**src/rtl/mem_arbiter_pkg.sv**
```systemverilog
// Shared definitions for the CPU/DBG memory arbiter: parameter defaults,
// the access-owner encoding and a small owner-selection helper.
package mem_arbiter_pkg;

  localparam int AW_DEF           = 32;
  localparam int DW_DEF           = 32;
  localparam int STARVE_LIMIT_DEF = 8;
  localparam int SCW_DEF          = 16;

  typedef enum logic {
    OWN_CPU = 1'b0,
    OWN_DBG = 1'b1
  } owner_e;

  function automatic owner_e owner_of(input logic dbg_gnt);
    owner_of = dbg_gnt ? OWN_DBG : OWN_CPU;
  endfunction

endpackage

```
**src/rtl/mem_arbiter_sat_counter.sv**
```systemverilog
// Parameterised saturating up-counter with synchronous clear; clear has
// priority over increment and the count holds once it reaches MAX.
module sat_counter #(
  parameter int           W   = 4,
  parameter logic [W-1:0] MAX = {W{1'b1}}
) (
  input  logic         clk,
  input  logic         reset,
  input  logic         clr,
  input  logic         inc,
  output logic [W-1:0] cnt
);

  // Count register: async reset, clear, saturating increment.
  always_ff @(posedge clk or posedge reset) begin
    if (reset) begin
      cnt <= {W{1'b0}};
    end else if (clr) begin
      cnt <= {W{1'b0}};
    end else if (inc && (cnt != MAX)) begin
      cnt <= cnt + W'(1'b1);
    end else begin
      cnt <= cnt;
    end
  end

endmodule

```
**src/rtl/mem_arbiter.sv**
```systemverilog
// Fixed-priority CPU/DBG arbiter for the shared single-port memory, with a
// starvation counter that forces one DBG slot after STARVE_LIMIT waits.
module mem_arbiter
  import mem_arbiter_pkg::*;
#(
  parameter int AW           = AW_DEF,
  parameter int DW           = DW_DEF,
  parameter int STARVE_LIMIT = STARVE_LIMIT_DEF,
  parameter int SCW          = SCW_DEF
) (
  input  logic          clk,
  input  logic          reset,
  input  logic          cpu_req,
  input  logic          cpu_we,
  input  logic [AW-1:0] cpu_adr,
  input  logic [DW-1:0] cpu_wd,
  output logic [DW-1:0] cpu_rd,
  output logic          cpu_stall,
  input  logic          dbg_req,
  input  logic          dbg_we,
  input  logic [AW-1:0] dbg_adr,
  input  logic [DW-1:0] dbg_wd,
  output logic          dbg_gnt,
  output logic          dbg_rvalid,
  output logic [DW-1:0] dbg_rdata,
  output logic          mem_we,
  output logic [AW-1:0] mem_a,
  output logic [DW-1:0] mem_wd,
  input  logic [DW-1:0] mem_rd,
  output logic [SCW-1:0] stall_count
);

  localparam int            SW         = $clog2(STARVE_LIMIT + 1);
  localparam logic [SW-1:0] STARVE_MAX = SW'(STARVE_LIMIT);

  logic [SW-1:0] starve_cnt_r;
  logic          force_s;
  logic          dbg_gnt_s;
  owner_e        owner_s;

  assign force_s   = (starve_cnt_r == STARVE_MAX);
  assign dbg_gnt_s = ~reset & dbg_req & (~cpu_req | force_s);
  assign owner_s   = owner_of(dbg_gnt_s);

  assign dbg_gnt   = dbg_gnt_s;
  assign cpu_stall = cpu_req & dbg_gnt_s;
  assign cpu_rd    = mem_rd;

  // Memory port mux; writes are suppressed while reset is held.
  always_comb begin
    mem_a  = cpu_adr;
    mem_wd = cpu_wd;
    mem_we = 1'b0;
    case (owner_s)
      OWN_DBG: begin
        mem_a  = dbg_adr;
        mem_wd = dbg_wd;
        mem_we = dbg_we;
      end
      OWN_CPU: begin
        mem_a  = cpu_adr;
        mem_wd = cpu_wd;
        mem_we = cpu_we & cpu_req & ~reset;
      end
      default: begin
        mem_a  = cpu_adr;
        mem_wd = cpu_wd;
        mem_we = 1'b0;
      end
    endcase
  end

  // Waiting cycles of a pending DBG request; a grant or idle DBG restarts it.
  sat_counter #(
    .W   (SW),
    .MAX (STARVE_MAX)
  ) u_starve_cnt (
    .clk   (clk),
    .reset (reset),
    .clr   (dbg_gnt_s | ~dbg_req),
    .inc   (1'b1),
    .cnt   (starve_cnt_r)
  );

  sat_counter #(
    .W   (SCW),
    .MAX ({SCW{1'b1}})
  ) u_stall_cnt (
    .clk   (clk),
    .reset (reset),
    .clr   (1'b0),
    .inc   (cpu_stall),
    .cnt   (stall_count)
  );

  // Registered DBG read response: one-cycle valid pulse, data held otherwise.
  always_ff @(posedge clk or posedge reset) begin
    if (reset) begin
      dbg_rvalid <= 1'b0;
      dbg_rdata  <= {DW{1'b0}};
    end else if (dbg_gnt_s && !dbg_we) begin
      dbg_rvalid <= 1'b1;
      dbg_rdata  <= mem_rd;
    end else begin
      dbg_rvalid <= 1'b0;
      dbg_rdata  <= dbg_rdata;
    end
  end

endmodule

```
**config.mk**
```make
export PLATFORM = sky130hd
export DESIGN_NAME = mem_arbiter
export DESIGN_NICKNAME = d
export VERILOG_FILES = /design/src/rtl/mem_arbiter_pkg.sv /design/src/rtl/mem_arbiter_sat_counter.sv /design/src/rtl/mem_arbiter.sv
export SDC_FILE = /design/constraint.sdc
export NUM_CORES = 1
export LEC_CHECK = 0
export BUFFER_PORTS_ARGS = -buffer_cell sky130_fd_sc_hd__buf_2
export CORE_AREA = 2 2 120 122
export DETAILED_ROUTE_END_ITERATION = 8
export DIE_AREA = 0 0 122 124
export GPL_TIMING_DRIVEN = 0
export PLACE_DENSITY = 0.68
export SYNTH_ARGS = -nofsm -noshare
export SYNTH_HDL_FRONTEND = slang
export SYNTH_HIERARCHICAL = 1
export SYNTH_SLANG_ARGS = --single-unit
export TNS_END_PERCENT = 10
```
**constraint.sdc**
```tcl
create_clock -name clk -period 5.9 [get_ports clk]
set_clock_uncertainty 0.15 [all_clocks]
set_input_delay 1.18 -clock clk [delete_from_list [all_inputs] [get_ports clk]]
set_output_delay 1.18 -clock clk [all_outputs]
set_load 0.005 [all_outputs]
```
==> results of run 1 <==
## routing by layer
| layer | routed length [um] | vias to the layer above | track usage (%) |
|---|---|---|---|
| met5 | 0 | - | 0 |
| met3 | 1016 | 7 | 3.434 |
| met2 | 6732 | 175 | 29.50 |
| met1 | 4863 | 1696 | 18.68 |
| li1 | - | 1733 | - |
| met4 | 102 | 0 | 3.161 |
## how the worst max path moves through the flow
stage,startpoint,end,slack (ns)
CTS,reset,mem_we,1.71
global placement,reset,mem_we,1.72
detailed placement,reset,mem_we,1.72
global route,reset,mem_wd[11],1.73
floorplan,reset,mem_a[0],2.36
finish,reset,mem_wd[12],1.88
## worst max-delay path, delay by kind of cell
kind	cells	cell delay, ns
buf+inv	4	0.71
compound gates	1	0.22
simple gates	1	0.22
mux	1	0.36
## synthesized netlist by cell type, drive strengths merged
| cell type | instances | share of area, % |
|---|---|---|
| o32ai | 1 | 0.25 |
| nor2b | 3 | 0.54 |
| and2 | 2 | 0.36 |
| o21ai | 6 | 0.86 |
| or4b | 1 | 0.39 |
| inv | 9 | 0.97 |
| or3b | 1 | 0.25 |
| xor2 | 1 | 0.25 |
| clkbuf | 2 | 0.25 |
| o21a | 1 | 0.21 |
| and4 | 1 | 0.25 |
| mux2i | 2 | 0.57 |
| o31ai | 5 | 1.1 |
| nor2 | 7 | 0.75 |
| o41ai | 2 | 0.50 |
| a21oi | 14 | 2.1 |
| a31oi | 1 | 0.18 |
| nand2 | 9 | 0.97 |
| nor4 | 3 | 0.54 |
| or4 | 8 | 1.9 |
| nand3 | 8 | 1.1 |
| dlygate4sd1 | 1 | 0.25 |
| a211oi | 1 | 0.57 |
| nand4 | 6 | 1.5 |
| dfrtp | 53 | 38 |
| or3 | 7 | 1.3 |
| conb | 2 | 0.21 |
| ha | 3 | 1.1 |
| nand2b | 5 | 0.89 |
| mux2 | 99 | 32 |
| nor3 | 4 | 0.57 |
| buf | 43 | 9.4 |
## sequential cells by signal, indices dropped and copies added, names as in the netlist
register,cells
u_stall_cnt/cnt,16
u_starve_cnt/cnt,4
dbg_rdata,32
dbg_rvalid,1
## final cells by class
class,instances,area (um2)
fillers,1407,8260
clock inverters,2,38.79
inverters,9,33.78
repair buffers,313,1567
clock buffers,5,125.1
well taps,180,225.2
multi-input cells,205,1797
flip-flops and latches,53,1326
plain buffers,46,346.6
## logic make-up (layout without fill, tap and decap cells)
logic type,Yosys count,in the layout
AO/OA/AOI/OAI,31,31
adder cells (fa/ha/maj),3,3
other,2,4
AND/OR/NAND/NOR,65,65
multiplexers,101,101
flip-flops,53,53
buffers and inverters,55,375
XOR/XNOR,1,1
## where the power goes
group	switching (mW)	internal, mW
sequential	0.0230	0.413
clock	0.136	0.200
combinational	0.120	0.183
## stage by stage
step | cell area (um2) | hold slack (ns) | util [%]
after floorplan | 3503 | 0.3553 | -
final | 5459 | 0.3517 | 39.79
after global placement | 5295 | 0.3353 | 38.60
after CTS | 5459 | 0.3553 | 39.79
after global routing | 5459 | 0.3628 | 39.79
after detailed placement | 5295 | 0.3394 | 38.60
## cell usage in the layout, fill, tap and decap left out, types with 2 or more instances in the layout
cell type,n
sky130_fd_sc_hd__buf_2,315
sky130_fd_sc_hd__o41ai_1,2
sky130_fd_sc_hd__nand3_1,8
sky130_fd_sc_hd__nand4_1,5
sky130_fd_sc_hd__nand2b_1,5
sky130_fd_sc_hd__buf_4,38
sky130_fd_sc_hd__dfrtp_1,53
sky130_fd_sc_hd__a21oi_1,13
sky130_fd_sc_hd__or4_1,6
sky130_fd_sc_hd__and2_1,2
sky130_fd_sc_hd__o21ai_0,6
sky130_fd_sc_hd__conb_1,4
sky130_fd_sc_hd__nor4_1,3
sky130_fd_sc_hd__ha_1,3
sky130_fd_sc_hd__or3_1,6
sky130_fd_sc_hd__nor2b_1,3
sky130_fd_sc_hd__clkbuf_16,5
sky130_fd_sc_hd__mux2_2,98
sky130_fd_sc_hd__inv_1,8
sky130_fd_sc_hd__mux2i_1,2
sky130_fd_sc_hd__nand2_1,9
sky130_fd_sc_hd__o31ai_1,5
sky130_fd_sc_hd__buf_6,3
sky130_fd_sc_hd__nor2_1,7
sky130_fd_sc_hd__nor3_1,4
==> results.md, run 1 <==
Clock network
- **CTS tree** built
- **post-CTS setup repair buffer count** 0
- **buffer cell driving the clock tree root** sky130_fd_sc_hd__clkbuf_16
- **Inserted Clock Buffers** 5
- **number of levels in the clock H-tree** 2
- **Sinks on Clock Net** 53
- **CTS max path bufs** 2
- **Clock transition at path regs** 0.07 ns
- **CTS-repair resized insts** 0
- **clk_lat worst skew** 0.29 ns
- **Hold-fix buffers, CTS** 0

Logic synthesis
- **count of yosys warnings during synthesis** 6
- **mux share of post-synthesis cell area** 32.57%
- **Compound-Gate Fraction of Synth Area** 5.762%
- **distinct cell type count of the synthesized netlist** 41
- **synthesized cell area** 0.003496 mm2
- **post-synthesis cell count** 311
- **area share of and/or/nand/nor cells after synthesis** 11.31%
- **xor and xnor fraction of the mapped netlist area** 0.2505%
- **post-synthesis adder-cell area fraction** 1.074%
- **Synth Register Bits** 53
- **Mean Syn Cell Area** 11.24 um2
- **combinational family with the most area after synthesis** multiplexers
- **register area share after synthesis** 37.94%

Cells and area
- **area growth from synthesis to layout** 56.16%
- **layout cells sized above 1** 74.41%
- **total inserted antenna cells** 0
- **Final nets** 802
- **final standard cell count with taps included and fillers excluded** 813

STA
- **Worst slew margin** 52.03%
- **number of endpoints with negative hold slack in the final report** 0
- **worst setup margin** 1.879 ns
- **setup TNS** 0 ns
- **final critical-path required period** 4.021 ns
- **upper clock frequency limit** 0.2487 GHz
- **final cycle utilization of the critical path** 68.15%
- **slew of the pin with the lowest slew margin** 0.7185 ns
- **setup repair after global routing missed its margin** false
- **final number of setup-violating endpoints** 0
- **Final Slew Violations** 0

Worst setup path
- **crit path DAT** 2.69 ns
- **startpoint-to-endpoint class of the critical path** in2out
- **required time of the critical path** 4.57 ns
- **depth of the most critical reg-to-reg path** 9
- **minimum setup slack among reg-to-reg paths** 2.43 ns
- **Critical R2R Capture** u_stall_cnt/cnt[13]
- **category of the worst setup path capture point** output port
- **critical path's largest stage delay** 0.36 ns
- **kind of launch point of the worst setup path** primary input
- **maximum net fanout on the critical path** 10
- **worst reg2reg path startpoint** u_starve_cnt/cnt[2]
- **highest-delay cell along the critical path** sky130_fd_sc_hd__mux2_2
- **cell chain of the critical path** buf_2 > nand2b_1 > a21oi_2 > buf_4 > buf_4 > mux2_2 > buf_2

Global routing
- **first-pass GRT wire length** 18110 um
- **vias in the first global route** 3305
- **GRT Residual Overflow** 0
- **all-layer global routing usage** 15.83%
- **antenna violations before repair** 0
- **pin count of the biggest net entering global routing** 35

Drt
- **total wirelength of the detailed-routed design** 12710 um
- **number of iterations in the first detailed-routing pass** 5
- **remaining number of nets flagged by the antenna check after routing** 0
- **Iter 0 DRT Violations** 135
- **average detailed-routed wire length per instance** 15.64 um
- **drt drc** 0
- **vias per std cell** 4.442
- **routed via count** 3611

Floorplanning
- **row cnt** 43
- **floorplan die width** 122 um
- **effective utilization at floorplan** 25.48%
- **chip height** 124 um
- **number of top-level design ports** 314
- **die outline area** 0.01513 mm2
- **area of the placeable core** 0.01372 mm2

Min path
- **WHS Endpoint** dbg_rdata[10]
- **number of stages on the worst hold path** 1
- **startpoint of the lowest-slack hold path** dbg_rdata[10]
- **path category of the worst min-delay check** reg2reg

Pwr
- **leakage dissipation** 2.816 nW
- **Overall Power** 1.075 mW
- **power density over the cells** 196.9 mW/mm2
- **Max rail drop VDD** 0.0001036 V

Placement
- **cell total after placement** 806
- **Port Buffers** 313
- **weighted congestion reported at the end of routability-driven placement** 0.8088
- **Post-Place Worst Slack** 1.720 ns
- **detailed placement HPWL** 10770 um

Status
- **status** finished clean

Flow run
- **Max-cap violations** 0

Power figures use the tool's default switching activity.
==> run 2, diff against run 1 <==
--- a/config.mk
+++ b/config.mk
@@ -6,11 +6,11 @@
 export NUM_CORES = 1
 export LEC_CHECK = 0
 export BUFFER_PORTS_ARGS = -buffer_cell sky130_fd_sc_hd__buf_2
-export CORE_AREA = 2 2 120 122
+export CORE_AREA = 2 2 121 123
 export DETAILED_ROUTE_END_ITERATION = 8
-export DIE_AREA = 0 0 122 124
+export DIE_AREA = 0 0 123 125
 export GPL_TIMING_DRIVEN = 0
-export PLACE_DENSITY = 0.68
+export PLACE_DENSITY = 0.69
 export SYNTH_ARGS = -nofsm -noshare
 export SYNTH_HDL_FRONTEND = slang
 export SYNTH_HIERARCHICAL = 1
==> constraint.sdc (replaced) <==
create_clock -name clk -period 3.62 [get_ports clk]
set_clock_uncertainty 0.15 [all_clocks]
set_input_delay 0.724 -clock clk [delete_from_list [all_inputs] [get_ports clk]]
set_output_delay 0.724 -clock clk [all_outputs]
set_load 0.005 [all_outputs]
==> results.md, run 2 (synthesis gave the netlist of run 1 again) <==
Worst setup path
- **kind of launch point of the worst setup path** flop
- **maximum net fanout on the critical path** 10
- **category of the worst setup path capture point** output port
- **required time of the critical path** 2.75 ns
- **crit path DAT** 2.51 ns
- **minimum setup slack among reg-to-reg paths** 0.28 ns
- **Critical R2R Capture** u_stall_cnt/cnt[13]
- **worst reg2reg path startpoint** u_starve_cnt/cnt[1]
- **depth of the most critical reg-to-reg path** 9
- **startpoint-to-endpoint class of the critical path** reg2out

Placement
- **detailed placement HPWL** 9564 um
- **Port Buffers** 313
- **weighted congestion reported at the end of routability-driven placement** 0.8357
- **cell total after placement** 810

Clock network
- **post-CTS setup repair buffer count** 0
- **Clock transition at path regs** 0.07 ns
- **buffer cell driving the clock tree root** sky130_fd_sc_hd__clkbuf_16
- **Inserted Clock Buffers** 5
- **Hold-fix buffers, CTS** 0
- **CTS-repair resized insts** 1
- **number of levels in the clock H-tree** 2
- **Sinks on Clock Net** 53
- **CTS max path bufs** 2
- **clk_lat worst skew** 0.29 ns
- **CTS tree** built

Cells and area
- **commonest cells after routing, fill and taps aside** sky130_fd_sc_hd__buf_2 (314), sky130_fd_sc_hd__mux2_2 (98), sky130_fd_sc_hd__dfrtp_1 (53)
- **final standard cell count with taps included and fillers excluded** 818
- **leading registers by flop count** dbg_rdata x32, u_stall_cnt/cnt x16, u_starve_cnt/cnt x4
- **area growth from synthesis to layout** 56.94%
- **layout cells sized above 1** 74.61%
- **most common cell after layout, fill and taps aside** sky130_fd_sc_hd__buf_2
- **total inserted antenna cells** 0
- **Largest register FFs** 32
- **register containing the most flip-flops in the final layout** dbg_rdata
- **Final nets** 802

Pwr
- **power density over the cells** 317.6 mW/mm2
- **Overall Power** 1.742 mW
- **leakage dissipation** 2.816 nW
- **Max rail drop VDD** 0.0001651 V

Global routing
- **antenna violations before repair** 0
- **first-pass GRT wire length** 16980 um
- **all-layer global routing usage** 13.86%
- **vias in the first global route** 3446
- **pin count of the biggest net entering global routing** 35
- **GRT Residual Overflow** 0

Min path
- **path category of the worst min-delay check** in2async

Drt
- **vias per std cell** 4.439
- **Iter 0 DRT Violations** 128
- **drt drc** 0
- **average detailed-routed wire length per instance** 13.90 um
- **remaining number of nets flagged by the antenna check after routing** 0
- **number of iterations in the first detailed-routing pass** 4
- **total wirelength of the detailed-routed design** 11370 um
- **routed via count** 3631

STA
- **slew of the pin with the lowest slew margin** 0.6860 ns
- **Final Slew Violations** 0
- **final cycle utilization of the critical path** 93.50%
- **number of endpoints with negative hold slack in the final report** 0
- **upper clock frequency limit** 0.2954 GHz
- **setup repair after global routing missed its margin** false
- **Hold Worst Slack** 0.2093 ns
- **final number of setup-violating endpoints** 0
- **Worst slew margin** 53.84%
- **final critical-path required period** 3.385 ns

Floorplanning
- **area of the placeable core** 0.01420 mm2
- **chip height** 125 um
- **effective utilization at floorplan** 24.61%
- **die outline area** 0.01538 mm2
- **floorplan die width** 123 um
- **row cnt** 44
- **number of top-level design ports** 314

Flow run
- **Max-cap violations** 0

Status
- **status** finished clean

[run 2: changes by cell type in the layout (fill, tap and decap cells not counted)]
| cell | change |
|---|---|
| sky130_fd_sc_hd__clkinvlp_4 | +1 |
| sky130_fd_sc_hd__clkbuf_4 | +1 |
| sky130_fd_sc_hd__buf_2 | -1 |
| sky130_fd_sc_hd__inv_6 | -1 |
| sky130_fd_sc_hd__clkinv_4 | +1 |
| sky130_fd_sc_hd__a21oi_4 | +1 |
| sky130_fd_sc_hd__a21oi_2 | -1 |
| sky130_fd_sc_hd__nand3_2 | +1 |
| sky130_fd_sc_hd__nand3_1 | -1 |
[run 2: worst max path at each step]
stage	to	cells past startpoint	slack, ns	from
floorplan	u_stall_cnt/cnt[13]	9	0.54	u_starve_cnt/cnt[2]
global placement	u_stall_cnt/cnt[13]	10	-0.03	reset
detailed placement	u_stall_cnt/cnt[13]	10	-0.02	reset
CTS	u_stall_cnt/cnt[13]	9	0.09	u_starve_cnt/cnt[1]
global route	u_stall_cnt/cnt[13]	9	0.05	u_starve_cnt/cnt[1]
finish	mem_a[14]	6	0.24	u_starve_cnt/cnt[1]
[run 2: final cells by class]
class	instances	area [um2]
multi-input cells	205	1809
fillers	1476	8717
plain buffers	46	349.1
well taps	184	230.2
repair buffers	313	1567
clock buffers	5	125.1
clock inverters	3	46.29
flip-flops and latches	53	1326
inverters	9	33.78
[run 2: stage by stage]
stage / utilization, % / setup WS [ns] / instance area, um2 / TNS (ns)
after floorplan: - / 0.5427 / 3503 / 0
after global placement: 37.32 / -0.02558 / 5300 / -0.02558
after detailed placement: 37.32 / -0.01655 / 5300 / -0.01655
after CTS: 38.57 / 0.08914 / 5479 / 0
after global routing: 38.63 / 0.05421 / 5487 / 0
final: 38.63 / 0.2353 / 5487 / 0
[run 2: worst max-delay path, stage by stage (launching register included)]
cell                      delay [ns]
sky130_fd_sc_hd__dfrtp_1        0.44
sky130_fd_sc_hd__or4b_4         0.59
sky130_fd_sc_hd__a21oi_4        0.25
sky130_fd_sc_hd__buf_4          0.24
sky130_fd_sc_hd__buf_4          0.21
sky130_fd_sc_hd__mux2_2         0.36
sky130_fd_sc_hd__buf_2          0.13
[run 2: power breakdown]
part | total, mW | switching [mW] | internal [mW]
clock | 0.544 | 0.216 | 0.327
combinational | 0.487 | 0.189 | 0.298
sequential | 0.712 | 0.0390 | 0.673
total | 1.74 | 0.444 | 1.30
[run 2: routing by layer]
| layer | part of all wire (%) | vias to the layer above | track usage, % | wire length [um] |
|---|---|---|---|---|
| met3 | 8.2 | 4 | 3.239 | 930 |
| met4 | 0.29 | 0 | 1.671 | 33 |
| li1 | - | 1743 | - | - |
| met2 | 51 | 146 | 24.83 | 5755 |
| met1 | 41 | 1738 | 17.25 | 4655 |
| met5 | 0 | - | 0 | 0 |
==> run 3, diff against run 2 <==
--- a/config.mk
+++ b/config.mk
@@ -10,7 +10,7 @@
 export DETAILED_ROUTE_END_ITERATION = 8
 export DIE_AREA = 0 0 123 125
 export GPL_TIMING_DRIVEN = 0
-export PLACE_DENSITY = 0.69
+export PLACE_DENSITY = 0.67
 export SYNTH_ARGS = -nofsm -noshare
 export SYNTH_HDL_FRONTEND = slang
 export SYNTH_HIERARCHICAL = 1
==> constraint.sdc (replaced) <==
create_clock -name clk -period 3.45 [get_ports clk]
set_clock_uncertainty 0.15 [all_clocks]
set_input_delay 0.69 -clock clk [delete_from_list [all_inputs] [get_ports clk]]
set_output_delay 0.69 -clock clk [all_outputs]
set_load 0.005 [all_outputs]
==> results.md, run 3 (synthesis gave the netlist of run 1 again) <==
Drt
- **total wirelength of the detailed-routed design** 12910 um
- **drt drc** 0
- **vias per std cell** 4.432
- **average detailed-routed wire length per instance** 15.78 um
- **number of iterations in the first detailed-routing pass** 4
- **remaining number of nets flagged by the antenna check after routing** 0
- **Iter 0 DRT Violations** 111
- **routed via count** 3625

Placement
- **instance area at placement** 0.005300 mm2
- **detailed placement HPWL** 10790 um
- **cell total after placement** 810
- **weighted congestion reported at the end of routability-driven placement** 0.8053
- **Port Buffers** 313

Floorplanning
- **die outline area** 0.01538 mm2
- **effective utilization at floorplan** 24.61%
- **chip height** 125 um
- **number of top-level design ports** 314
- **floorplan die width** 123 um
- **area of the placeable core** 0.01420 mm2
- **row cnt** 44

Clock network
- **Sinks on Clock Net** 53
- **Inserted Clock Buffers** 5
- **number of levels in the clock H-tree** 2
- **CTS tree** built
- **Hold-fix buffers, CTS** 0
- **clk_lat worst skew** 0.29 ns
- **CTS max path bufs** 2
- **Clock transition at path regs** 0.07 ns
- **buffer cell driving the clock tree root** sky130_fd_sc_hd__clkbuf_16

Worst setup path
- **required time of the critical path** 2.61 ns
- **depth of the most critical reg-to-reg path** 9
- **startpoint-to-endpoint class of the critical path** reg2out
- **kind of launch point of the worst setup path** flop
- **Critical R2R Capture** u_stall_cnt/cnt[13]
- **crit path DAT** 2.50 ns
- **startpoint of the worst setup timing path** u_starve_cnt/cnt[1]
- **category of the worst setup path capture point** output port
- **worst reg2reg path startpoint** u_starve_cnt/cnt[1]
- **minimum setup slack among reg-to-reg paths** 0.15 ns
- **maximum net fanout on the critical path** 10

STA
- **setup TNS** 0 ns
- **final cycle utilization of the critical path** 96.84%
- **Hold Worst Slack** 0.1691 ns
- **Worst slew margin** 45.34%
- **final number of setup-violating endpoints** 0
- **setup repair after global routing missed its margin** true
- **upper clock frequency limit** 0.2993 GHz
- **slew of the pin with the lowest slew margin** 0.8187 ns
- **Final Slew Violations** 0
- **number of endpoints with negative hold slack in the final report** 0
- **final critical-path required period** 3.341 ns

Pwr
- **leakage dissipation** 2.817 nW
- **Net Switching** 0.4942 mW
- **internal power** 1.364 mW
- **combinational group share of total power** 28.3%
- **fraction of power consumed by the clock network** 31.5%
- **Max rail drop VDD** 0.0002203 V
- **power share of the sequential group** 40.2%
- **Switching Share** 26.60%
- **power density over the cells** 338.8 mW/mm2

Cells and area
- **final instance area** 0.005483 mm2
- **Largest register FFs** 32
- **layout cells sized above 1** 74.45%
- **commonest cells after routing, fill and taps aside** sky130_fd_sc_hd__buf_2 (314), sky130_fd_sc_hd__mux2_2 (98), sky130_fd_sc_hd__dfrtp_1 (53)
- **Final nets** 802
- **most common cell after layout, fill and taps aside** sky130_fd_sc_hd__buf_2
- **area growth from synthesis to layout** 56.84%
- **register containing the most flip-flops in the final layout** dbg_rdata
- **final standard cell count with taps included and fillers excluded** 818
- **leading registers by flop count** dbg_rdata x32, u_stall_cnt/cnt x16, u_starve_cnt/cnt x4
- **total inserted antenna cells** 0

Global routing
- **antenna violations before repair** 1
- **vias in the first global route** 3530
- **pin count of the biggest net entering global routing** 35
- **first-pass GRT wire length** 18430 um
- **GRT Residual Overflow** 0
- **all-layer global routing usage** 15.55%

Status
- **status** finished clean

Min path
- **path category of the worst min-delay check** in2async

Flow run
- **Max-cap violations** 0

[run 3: changes by cell type in the layout (fill, tap and decap cells not counted), sizes merged]
cell	before	now
clkbuf	8	9
clkinvlp	1	0
[run 3: metal layers]
metal	vias up	part of all wire, %	global-route usage (%)
met5	-	0	0
met4	0	2.1	5.080
met3	15	8.5	2.372
met2	200	52	29.74
met1	1673	37	17.15
li1	1737	-	-
[run 3: timing repair]
| item | 4_1_cts | 5_1_grt |
|---|---|---|
| hold endpoints to repair | 0 | 0 |
| endpoints found under the setup margin | 24 | 24 |
| setup buffers | 0 | 0 |
| resized for setup | 1 | 2 |
[run 3: how the worst max path moves through the flow]
stage	end	slack, ns	cells past startpoint
after floorplan	u_stall_cnt/cnt[13]	0.37	9
after global placement	u_stall_cnt/cnt[13]	-0.06	10
after detailed placement	u_stall_cnt/cnt[13]	-0.06	10
after CTS	u_stall_cnt/cnt[13]	0.009	9
after global routing	u_stall_cnt/cnt[13]	-0.02	9
final	mem_a[0]	0.11	6
[run 3: through the flow]
| step | total power [mW] | util (%) | worst slack [ns] |
|---|---|---|---|
| 2_1_floorplan | 0.9832 | - | 0.3727 |
| 3_3_place_gp | 1.283 | 37.32 | -0.06431 |
| 3_5_place_dp | 1.295 | 37.32 | -0.06159 |
| 4_1_cts | 1.889 | 38.55 | 0.009100 |
| 5_1_grt | 1.955 | 38.60 | -0.02379 |
| 6_report | 1.858 | 38.60 | 0.1091 |
[run 3: layout make-up]
class	instances	area (um2)
clock inverter	2	38.79
clock buffer	6	128.9
sequential	53	1326
multi-input combinational	205	1809
tap	184	230.2
inverter	9	33.78
fill	1447	8721
timing repair buffer	313	1567
buffer	46	349.1
[run 3: critical path, cell delays in order (launching register included)]
cell,delay (ns)
sky130_fd_sc_hd__dfrtp_1,0.44
sky130_fd_sc_hd__or4b_4,0.60
sky130_fd_sc_hd__a21oi_4,0.23
sky130_fd_sc_hd__buf_4,0.23
sky130_fd_sc_hd__buf_4,0.21
sky130_fd_sc_hd__mux2_2,0.36
sky130_fd_sc_hd__buf_2,0.14
[run 3: power groups by stage]
stage / clock network (mW) / logic [mW] / registers (mW)
2_1_floorplan: 0 / 0.216 / 0.767
3_3_place_gp: 0 / 0.528 / 0.754
3_5_place_dp: 0 / 0.535 / 0.760
4_1_cts: 0.604 / 0.537 / 0.748
5_1_grt: 0.623 / 0.573 / 0.759
6_report: 0.585 / 0.526 / 0.747
